<file path="src/rtl/serial_subtractor_pkg.sv">
// rtl/serial_subtractor_pkg.sv - shared types and helpers for the bit-serial subtractor
package serial_arith_pkg;

    typedef enum logic [1:0] {
        IDLE = 2'd0,
        BUSY = 2'd1,
        DONE = 2'd2
    } state_t;

    localparam int MAX_WIDTH = 64;

    // Signed overflow of a - b: operand signs differ and the result sign
    // does not follow the minuend.
    function automatic logic sub_overflow(input logic a_msb, input logic b_msb, input logic d_msb);
        return (a_msb != b_msb) & (d_msb != a_msb);
    endfunction

endpackage

</file>
<file path="src/rtl/serial_subtractor_if.sv">
// rtl/serial_subtractor_if.sv - operand/result handshake bundle for the serial subtractor
interface serial_subtractor_if #(
    parameter int WIDTH = 8
);
    logic             in_valid;
    logic             in_ready;
    logic [WIDTH-1:0] a;
    logic [WIDTH-1:0] b;
    logic             out_valid;
    logic             out_ready;
    logic [WIDTH-1:0] diff;
    logic             borrow;
    logic             overflow;

    modport master (
        output in_valid, a, b, out_ready,
        input  in_ready, out_valid, diff, borrow, overflow
    );

    modport slave (
        input  in_valid, a, b, out_ready,
        output in_ready, out_valid, diff, borrow, overflow
    );
endinterface

</file>
<file path="src/rtl/serial_subtractor_full_subtractor.sv">
// rtl/serial_subtractor_full_subtractor.sv - one-bit combinational subtract step
module full_subtractor (
    input  logic a,
    input  logic b,
    input  logic b_in,
    output logic diff,
    output logic b_out
);
    assign diff  = a ^ b ^ b_in;
    assign b_out = (~a & b) | (~(a ^ b) & b_in);
endmodule

</file>
<file path="src/rtl/serial_subtractor.sv">
// rtl/serial_subtractor.sv - bit-serial a - b, LSB first, registered borrow chain
module serial_subtractor
    import serial_arith_pkg::*;
#(
    parameter int WIDTH = 8
) (
    input logic          clk,
    input logic          rst,
    serial_subtractor_if.slave bus
);
    localparam int CNT_W = $clog2(WIDTH + 1);

    localparam logic [1:0] S_IDLE = IDLE;
    localparam logic [1:0] S_BUSY = BUSY;
    localparam logic [1:0] S_DONE = DONE;

    logic [1:0]       state;
    logic [WIDTH-1:0] a_sh;
    logic [WIDTH-1:0] b_sh;
    logic [WIDTH-1:0] res_sh;
    logic [WIDTH-1:0] res_next;
    logic [CNT_W-1:0] cnt;
    logic             br_q;
    logic             a_msb_q;
    logic             b_msb_q;
    logic [WIDTH-1:0] diff_q;
    logic             borrow_q;
    logic             overflow_q;
    logic             out_valid_q;
    logic             d_bit;
    logic             br_next;
    logic             last_bit;
    logic             in_ready;
    logic             in_fire;

    full_subtractor u_fs (
        .a     (a_sh[0]),
        .b     (b_sh[0]),
        .b_in  (br_q),
        .diff  (d_bit),
        .b_out (br_next)
    );

    // Ready depends only on state and the consumer, never on in_valid.
    assign in_ready = (state == S_IDLE) | ((state == S_DONE) & bus.out_ready);
    assign in_fire  = bus.in_valid & in_ready;
    assign last_bit = (cnt == CNT_W'(WIDTH - 1));

    assign bus.in_ready  = in_ready;
    assign bus.out_valid = out_valid_q;
    assign bus.diff      = diff_q;
    assign bus.borrow    = borrow_q;
    assign bus.overflow  = overflow_q;

    // Result register with this cycle's difference bit inserted at the MSB.
    always_comb begin
        res_next            = res_sh >> 1;
        res_next[WIDTH-1]   = d_bit;
    end

    // FSM, operand/result shifting, borrow flop and registered outputs.
    always_ff @(posedge clk) begin
        if (rst) begin
            state       <= S_IDLE;
            a_sh        <= '0;
            b_sh        <= '0;
            res_sh      <= '0;
            cnt         <= '0;
            br_q        <= 1'b0;
            a_msb_q     <= 1'b0;
            b_msb_q     <= 1'b0;
            diff_q      <= '0;
            borrow_q    <= 1'b0;
            overflow_q  <= 1'b0;
            out_valid_q <= 1'b0;
        end else if (in_fire) begin
            // Accept from IDLE, or back-to-back from DONE while the result leaves.
            state       <= S_BUSY;
            a_sh        <= bus.a;
            b_sh        <= bus.b;
            a_msb_q     <= bus.a[WIDTH-1];
            b_msb_q     <= bus.b[WIDTH-1];
            res_sh      <= '0;
            cnt         <= '0;
            br_q        <= 1'b0;
            out_valid_q <= 1'b0;
        end else begin
            case (state)
                S_BUSY: begin
                    a_sh   <= a_sh >> 1;
                    b_sh   <= b_sh >> 1;
                    res_sh <= res_next;
                    br_q   <= br_next;
                    cnt    <= cnt + 1'b1;
                    if (last_bit) begin
                        state       <= S_DONE;
                        diff_q      <= res_next;
                        borrow_q    <= br_next;
                        overflow_q  <= sub_overflow(a_msb_q, b_msb_q, d_bit);
                        out_valid_q <= 1'b1;
                    end
                end
                S_DONE: begin
                    if (bus.out_ready) begin
                        state       <= S_IDLE;
                        out_valid_q <= 1'b0;
                    end
                end
                S_IDLE: begin
                end
                default: begin
                    state       <= S_IDLE;
                    out_valid_q <= 1'b0;
                end
            endcase
        end
    end

endmodule

</file>
<file path="src/flat_wrapper.sv">
// flat-port wrapper written by rule: the top's interface ports become plain ports
module serial_subtractor_flat import serial_arith_pkg::*;
#(
    parameter int WIDTH = 8
)
  (clk, rst, bus_in_valid, bus_a, bus_b, bus_out_ready, bus_in_ready, bus_out_valid, bus_diff, bus_borrow, bus_overflow);
  serial_subtractor_if #(.WIDTH(WIDTH)) bus_i ();
  input logic clk;
  input logic rst;
  input wire logic [$bits(bus_i.in_valid)-1:0] bus_in_valid;
  input wire logic [$bits(bus_i.a)-1:0] bus_a;
  input wire logic [$bits(bus_i.b)-1:0] bus_b;
  input wire logic [$bits(bus_i.out_ready)-1:0] bus_out_ready;
  output wire logic [$bits(bus_i.in_ready)-1:0] bus_in_ready;
  output wire logic [$bits(bus_i.out_valid)-1:0] bus_out_valid;
  output wire logic [$bits(bus_i.diff)-1:0] bus_diff;
  output wire logic [$bits(bus_i.borrow)-1:0] bus_borrow;
  output wire logic [$bits(bus_i.overflow)-1:0] bus_overflow;
  assign bus_i.in_valid = bus_in_valid;
  assign bus_i.a = bus_a;
  assign bus_i.b = bus_b;
  assign bus_i.out_ready = bus_out_ready;
  assign bus_in_ready = bus_i.in_ready;
  assign bus_out_valid = bus_i.out_valid;
  assign bus_diff = bus_i.diff;
  assign bus_borrow = bus_i.borrow;
  assign bus_overflow = bus_i.overflow;
  serial_subtractor #(.WIDTH(WIDTH)) u_core (.clk(clk), .rst(rst), .bus(bus_i));
endmodule
</file>
<file path="config.mk">
export PLATFORM = sky130hd
export DESIGN_NAME = serial_subtractor_flat
export DESIGN_NICKNAME = d
export VERILOG_FILES = /design/src/rtl/serial_subtractor_pkg.sv /design/src/rtl/serial_subtractor_if.sv /design/src/rtl/serial_subtractor_full_subtractor.sv /design/src/rtl/serial_subtractor.sv /design/src/flat_wrapper.sv
export SDC_FILE = /design/constraint.sdc
export NUM_CORES = 1
export LEC_CHECK = 0
export ABC_AREA = 1
export CORE_MARGIN = 2
export CORE_UTILIZATION = 48
export CTS_BUF_LIST = sky130_fd_sc_hd__clkbuf_16
export CTS_CLUSTER_DIAMETER = 30
export CTS_CLUSTER_SIZE = 24
export DETAILED_ROUTE_END_ITERATION = 10
export HOLD_SLACK_MARGIN = 0.12
export PLACE_DENSITY = 0.76
export SYNTH_ARGS = -nofsm -noshare
export SYNTH_HDL_FRONTEND = slang
export SYNTH_SLANG_ARGS = --single-unit
</file>
<file path="constraint.sdc">
create_clock -name clk -period 1.3 [get_ports clk]
set_input_delay 0.26 -clock clk [delete_from_list [all_inputs] [get_ports clk]]
set_output_delay 0.26 -clock clk [all_outputs]
set_load 0.03 [all_outputs]
</file>
## Word-level counts from Yosys, hierarchy flattened

Cells that the tools add are included.

| operators by class | value |
|---|---|
| add/sub/neg operators | 1 |
| equal/unequal tests | 10 |
| multiplexer cells | 11 |
| bitwise operators | 13 |
| reduce and logical (&&, ||, !) cells | 6 |

Operator list:

| kind | count |
|---|---|
| 2-to-1 mux 8 bit | 4 |
| AND reduction 3 bit | 3 |
| case mux 2 bit (3 select lines) | 1 |
| bitwise AND 1 bit | 5 |
| adder 4 x 1 -> 4 bit (second input constant) | 1 |
| equality test 4 x 3 -> 1 bit (second input constant) | 1 |
| 2-to-1 mux 2 bit | 2 |
| != test 2 x 1 -> 1 bit (second input constant) | 2 |
| NOT 1 bit | 4 |
| 2-to-1 mux 1 bit | 3 |
| != test 3 x 1 -> 1 bit (second input constant) | 1 |
| != test 3 x 2 -> 1 bit (second input constant) | 1 |
| case mux 1 bit (3 select lines) | 1 |
| equality test 2 x 1 -> 1 bit (second input constant) | 1 |
| equality test 2 bit (second input constant) | 1 |
| zero test 2 bit | 1 |
| != test 1 bit | 2 |
| != test 2 bit (second input constant) | 1 |
| OR 1 bit | 2 |
| nonzero test 2 bit | 1 |
| OR reduction 2 bit | 1 |
| bitwise XOR 1 bit | 2 |

| word-level totals | value |
|---|---|
| bits in registers | 44 |
| bits of input ports | 20 |

## Depth between registers and ports, before layout

| depth | value |
|---|---|
| depth after elaboration | 6 |
| gate-level depth with buffers | 7 |
| gate-level depth less buffers | 7 |

## Modules after synthesis

From an unflattened synthesis, not the netlist that was laid out.

| unflattened totals | value |
|---|---|
| cells, all modules | 262 |
| area, all modules | 1870.5 sq um |

By module, submodules not included:

| module | instances | cells each | area each (sq um) |
|---|---|---|---|
| serial_subtractor | 1 | 258 | 1839.3 |
| full_subtractor | 1 | 4 | 31.3 |

## Least setup slack after synthesis

Ideal clock, no wire load.

| timing | value |
|---|---|
| path type | register -> register |
| start | register u_core.state[1] |
| end | register u_core.b_sh[5] |
| data arrival time | 1213 ps |
| slack | -56 ps |
| stages on the path, launching flop included | 7 |
| cells stage by stage | dfxtp_1 > nand2_4 > nand3_4 > buf_4 > nand2_1 > nand2_1 > a21oi_2 |

| between the ends | value |
|---|---|
| cells in the longest elaborated chain, start to end | 5 |
| elaborated cells between the ends (all ways) | 8 |
| those cells by class | eq/ne: 2; mux: 1; bitwise: 3; reduce/logical: 2 |

RTL lines:

| what | RTL line | text |
|---|---|---|
| start, declared | serial_subtractor.sv:17 | `logic [1:0] state;` |
| start signal, assigned | serial_subtractor.sv:64 | `state <= S_IDLE;` |
| start signal, assigned | serial_subtractor.sv:78 | `state <= S_BUSY;` |
| start signal, assigned | serial_subtractor.sv:96 | `state <= S_DONE;` |
| equality test 2 bit | serial_subtractor.sv:45 | `assign in_ready = (state == S_IDLE) \| ((state == S_DONE) & bus.out_ready);` |
| bitwise AND 1 bit | serial_subtractor.sv:45 |  |
| OR 1 bit | serial_subtractor.sv:45 |  |
| bitwise AND 1 bit | serial_subtractor.sv:46 | `assign in_fire = bus.in_valid & in_ready;` |
| 2-to-1 mux 8 bit / nonzero test 2 bit (equally long branches) | - |  |
| end signal, assigned | serial_subtractor.sv:80 | `b_sh <= bus.b;` |
| end signal, assigned | serial_subtractor.sv:91 | `b_sh <= b_sh >> 1;` |
| end, declared | serial_subtractor.sv:19 | `logic [WIDTH-1:0] b_sh;` |

Several ways; a longest one is shown, not always the timed one.
A chain may end at the register's enable or synchronous reset.

## Final worst setup path

| timing | value |
|---|---|
| start | register u_core.br_q |
| end | register u_core.overflow_q, in the netlist u_core.bus.overflow |

| between the ends | value |
|---|---|
| cells in the longest elaborated chain, start to end | 3 |

RTL lines:

| what | RTL line | text |
|---|---|---|
| start, declared | serial_subtractor.sv:23 | `logic br_q;` |
| start signal, assigned | serial_subtractor.sv:93 | `br_q <= br_next;` |
| bitwise XOR 1 bit | serial_subtractor_full_subtractor.sv:9 | `assign diff = a ^ b ^ b_in;` |
| via u_core.d_bit | serial_subtractor.sv:30 | `logic d_bit;` |
| != test 1 bit | serial_subtractor_pkg.sv:15 | `return (a_msb != b_msb) & (d_msb != a_msb);` |
| bitwise AND 1 bit | serial_subtractor_pkg.sv:15 |  |
| end signal, assigned | serial_subtractor.sv:99 | `overflow_q <= sub_overflow(a_msb_q, b_msb_q, d_bit);` |
| end, declared | serial_subtractor.sv:28 | `logic overflow_q;` |

The timed path passes the listed nets, and every way through them passes these cells.

==> results.md <==
- Yosys cell types: 23
- Area of the placeable core: 4000 um^2
- Slew at the pin closest to its max-slew limit: just under 300 ps
- Endpoints failing setup: 1
- WL final: 4070 um
- Detailed-route wire length per cell: roughly 11 um
- Crit path capture type: flop
- Average cell area after synthesis: approximately 7.5 um^2
- Post-route DRC: 0
- Max-capacitance violation count: 0
- Starting density of the core: 50.1%
- Sequential share of the synthesized area: between 40% and 50%
- Via/cell ratio: roughly 5
- Later-pin clock latency in the skew report: between 200 and 300 ps
- Final Hold Violating Endpoints: 0
- Period utilisation layout: 100%
- R2r endpoint: u_core.bus.overflow
- Non-Filler Cell Area, Final: ~2600 um^2
- Clock Sink Count: 42
- Clock tree from TritonCTS: yes
- 1st-pass router iterations: 4
- Yosys warning total: 0
- Cell Rows: 23
- Critical setup path kind: reg -> reg
- Total power per unit cell area: approximately 1200 nW/um^2
- Register-to-register setup slack: -5 ps
- Top Ports: 32
- Port Buffers: 31
- Arrival time worst endpoint: 1490 ps
- Post-synthesis cell count: between 200 and 300
- Global-route total usage across every layer: between 20% and 30%
- Layout cell share with drive strength beyond 1: a little over a fifth
- Detailed-placement wirelength estimate: about 2800 um
- Layout filler cell count: approximately 340
- Chip width: around 69 um
- Worst Slack Setup Final: -5.01 ps
- Setup repair after global routing missed its margin: true
- Pin count of the biggest net entering global routing: 23
- Number of buffers created by CTS: 5
- Post-placement setup slack: -166 ps
- Final core occ: about two thirds
- Area of placed instances: ~2400 um^2
- Final Max Tran Viols: 0
- Number of global-route vias before repair: ~1600
- Netlist area before placement: approximately 2000 um^2
- Nets in the synthesized netlist: ~290
- Number of antenna violations at the first check in global routing: 0
- Total Neg Setup Slack: -5.01 ps
- Hold crit path type: reg -> reg
- Signed area change from the synthesized netlist to the final layout: 31.0%
- Hold Crit Endpoint: u_core.a_sh[7]
- Leakage dissipation: roughly 0.0011 uW
- Vias after detailed routing: ~1800
- H-tree depth: 2
- Number of stages on the worst hold path: 2
- Worst Hold Launch: u_core.a_sh[7]
- Max Clk Rate: 766 MHz
- Clock transition at the register clock pins on the worst setup and hold paths after CTS: around 60 ps
- Iteration-0 DRC count of the detailed router: 97
- Crit start category: flop
- Library cell used as clock root buffer: sky130_fd_sc_hd__clkbuf_16
- Worst-case reg-to-reg path depth: 7
- Worst max-slew margin expressed relative to the limit: between 80% and 90%
- Final Skew: 5.45 ps
- FF/Latch Area: about 850 um^2
- Net count of the finished layout: between 300 and 400
- Weighted congestion reported at the end of routability-driven placement: roughly 0.78
- Minimum period implied by the final worst setup slack: ~1300 ps
- Remaining Overflow, GRT: 0
- Top fanout value on the critical path: 4
- Worst hold slack: about 460 ps
- Die ar.: 4710 um^2
- Maximum number of buffers from clock root to sink: 2
- Result of the run: finished with violations
- Antenna Violating Nets Remaining: 0
- Vert. Die Dim: 68.6 um
- Yosys reg bits: 42
- Multi-input gate area in the final layout: between 900 and 1000 um^2
- Startpoint of the worst-slack reg-to-reg timing path: u_core.br_q
- Diodes inserted: 0
- Failing checks: negative setup slack
- Number of buffers added to fix hold violations after cts: 0
- First-pass GRT wire length: 7060 um
- Worst Path Required: roughly 1500 ps
- Highest ir drop seen on vdd: 542 uV
[report_power, final]
| part | internal (uW) | switching, uW | total [uW] |
|---|---|---|---|
| registers | 1340 | 33.7 | 1380 |
| logic | 207 | 238 | 446 |
| clock network | 701 | 500 | 1200 |
| total | 2250 | 772 | 3020 |
[cell type report]
type                       count  area share, %
clock buffer                   5           4.77
clock inverter                 3          0.620
inverter                      27           3.96
multi-input combinational    183           37.0
sequential                    42           32.4
tap                           50           2.38
timing repair buffer          50           18.9
[synth_stat cells]
cell type	count	area (um^2)
sky130_fd_sc_hd__inv_2	2	7.51
sky130_fd_sc_hd__nand3_1	18	90.1
sky130_fd_sc_hd__nand3_4	1	17.5
sky130_fd_sc_hd__nand2_1	74	278
sky130_fd_sc_hd__inv_1	25	93.8
sky130_fd_sc_hd__a21oi_2	17	149
sky130_fd_sc_hd__buf_6	6	67.6
sky130_fd_sc_hd__clkbuf_1	3	11.3
sky130_fd_sc_hd__ha_1	1	12.5
sky130_fd_sc_hd__nor2_4	1	11.3
sky130_fd_sc_hd__nor2_8	1	20.0
sky130_fd_sc_hd__buf_4	3	22.5
sky130_fd_sc_hd__nand4_1	14	87.6
sky130_fd_sc_hd__dfxtp_1	42	841
sky130_fd_sc_hd__nor2_1	27	101
sky130_fd_sc_hd__o21ai_1	7	35.0
sky130_fd_sc_hd__xor2_1	1	8.76
sky130_fd_sc_hd__buf_2	3	15.0
sky130_fd_sc_hd__o21ai_0	8	40.0
sky130_fd_sc_hd__fa_1	1	20.0
sky130_fd_sc_hd__nand2_2	2	12.5
sky130_fd_sc_hd__a21oi_1	8	40.0
sky130_fd_sc_hd__nand2_4	2	22.5
[cells in the final DEF (no fill, tap or decap), types with 2 or more instances in the layout]
| master | count |
|---|---|
| sky130_fd_sc_hd__nand2_4 | 3 |
| sky130_fd_sc_hd__a21oi_2 | 17 |
| sky130_fd_sc_hd__o21ai_0 | 8 |
| sky130_fd_sc_hd__nor2_4 | 2 |
| sky130_fd_sc_hd__dfxtp_1 | 37 |
| sky130_fd_sc_hd__nand3_1 | 17 |
| sky130_fd_sc_hd__a21oi_1 | 8 |
| sky130_fd_sc_hd__inv_1 | 23 |
| sky130_fd_sc_hd__buf_4 | 17 |
| sky130_fd_sc_hd__clkdlybuf4s50_1 | 18 |
| sky130_fd_sc_hd__clkdlybuf4s15_1 | 7 |
| sky130_fd_sc_hd__dfxtp_2 | 4 |
| sky130_fd_sc_hd__buf_12 | 4 |
| sky130_fd_sc_hd__clkbuf_16 | 5 |
| sky130_fd_sc_hd__nor2_1 | 26 |
| sky130_fd_sc_hd__dlygate4sd2_1 | 3 |
| sky130_fd_sc_hd__inv_2 | 3 |
| sky130_fd_sc_hd__o21ai_1 | 6 |
| sky130_fd_sc_hd__nand4_1 | 14 |
| sky130_fd_sc_hd__nand2_1 | 74 |
[registers in the layout, summed over array words and instances, names as in the netlist]
register             count
u_core.a_sh              8
u_core.b_msb_q           1
u_core.bus.borrow        1
u_core.a_msb_q           1
u_core.b_sh              8
u_core.br_q              1
u_core.cnt               4
u_core.state             2
u_core.res_sh            7
u_core.bus.overflow      1
u_core.bus.diff          8
[worst max-delay path, cell delays in order, from the launching register on]
cell and delay, ps:
sky130_fd_sc_hd__dfxtp_2 340, sky130_fd_sc_hd__inv_2 40, sky130_fd_sc_hd__fa_2 560, sky130_fd_sc_hd__nor2_1 50
sky130_fd_sc_hd__nand2_1 50, sky130_fd_sc_hd__nand2_1 40, sky130_fd_sc_hd__nor2_1 80, sky130_fd_sc_hd__nor2_1 40
[logic make-up after synthesis]
family | count (synthesis) | share of synthesized area, %
XOR/XNOR | 1 | 0.437
adder cells (fa/ha/maj) | 2 | 1.62
buffers and inverters | 42 | 10.9
flip-flops | 42 | 41.9
AND/OR/NAND/NOR | 140 | 32.0
AO/OA/AOI/OAI | 40 | 13.2
[what timing repair did]
item / in CTS / in global routing
pin swaps: 4 / 1
setup buffers: 1 / 1
gates resized for setup: 18 / 15
hold endpoints to repair: 0 / 0
setup endpoints to repair: 21 / 31
[how the worst max path moves through the flow]
stage / slack [ps] / end / startpoint / cells after the start
final: -5 / u_core.bus.overflow / u_core.br_q / 7
after global routing: -90 / u_core.bus.overflow / u_core.br_q / 7
after global placement: -130 / u_core.a_sh[5] / bus_out_ready / 8
after floorplan: 20 / u_core.bus.overflow / u_core.b_sh[0] / 7
after detailed placement: -170 / u_core.b_sh[6] / bus_out_ready / 8
after CTS: -10 / u_core.bus.overflow / u_core.br_q / 7
[metrics by stage]
stage,power [uW],cells
floorplan,1690,267
global placement,1820,350
detailed placement,1840,350
CTS,3030,359
global route,3160,360
finish,3020,360
[per-layer routing]
layer	track usage [%]	vias up	part of all wire (%)
met4	7.75	0	1.5
met1	23.6	800	45
met5	0	-	0
li1	-	940	-
met2	34.9	37	49
met3	4.87	6	3.9
Power figures use the tool's default switching activity.
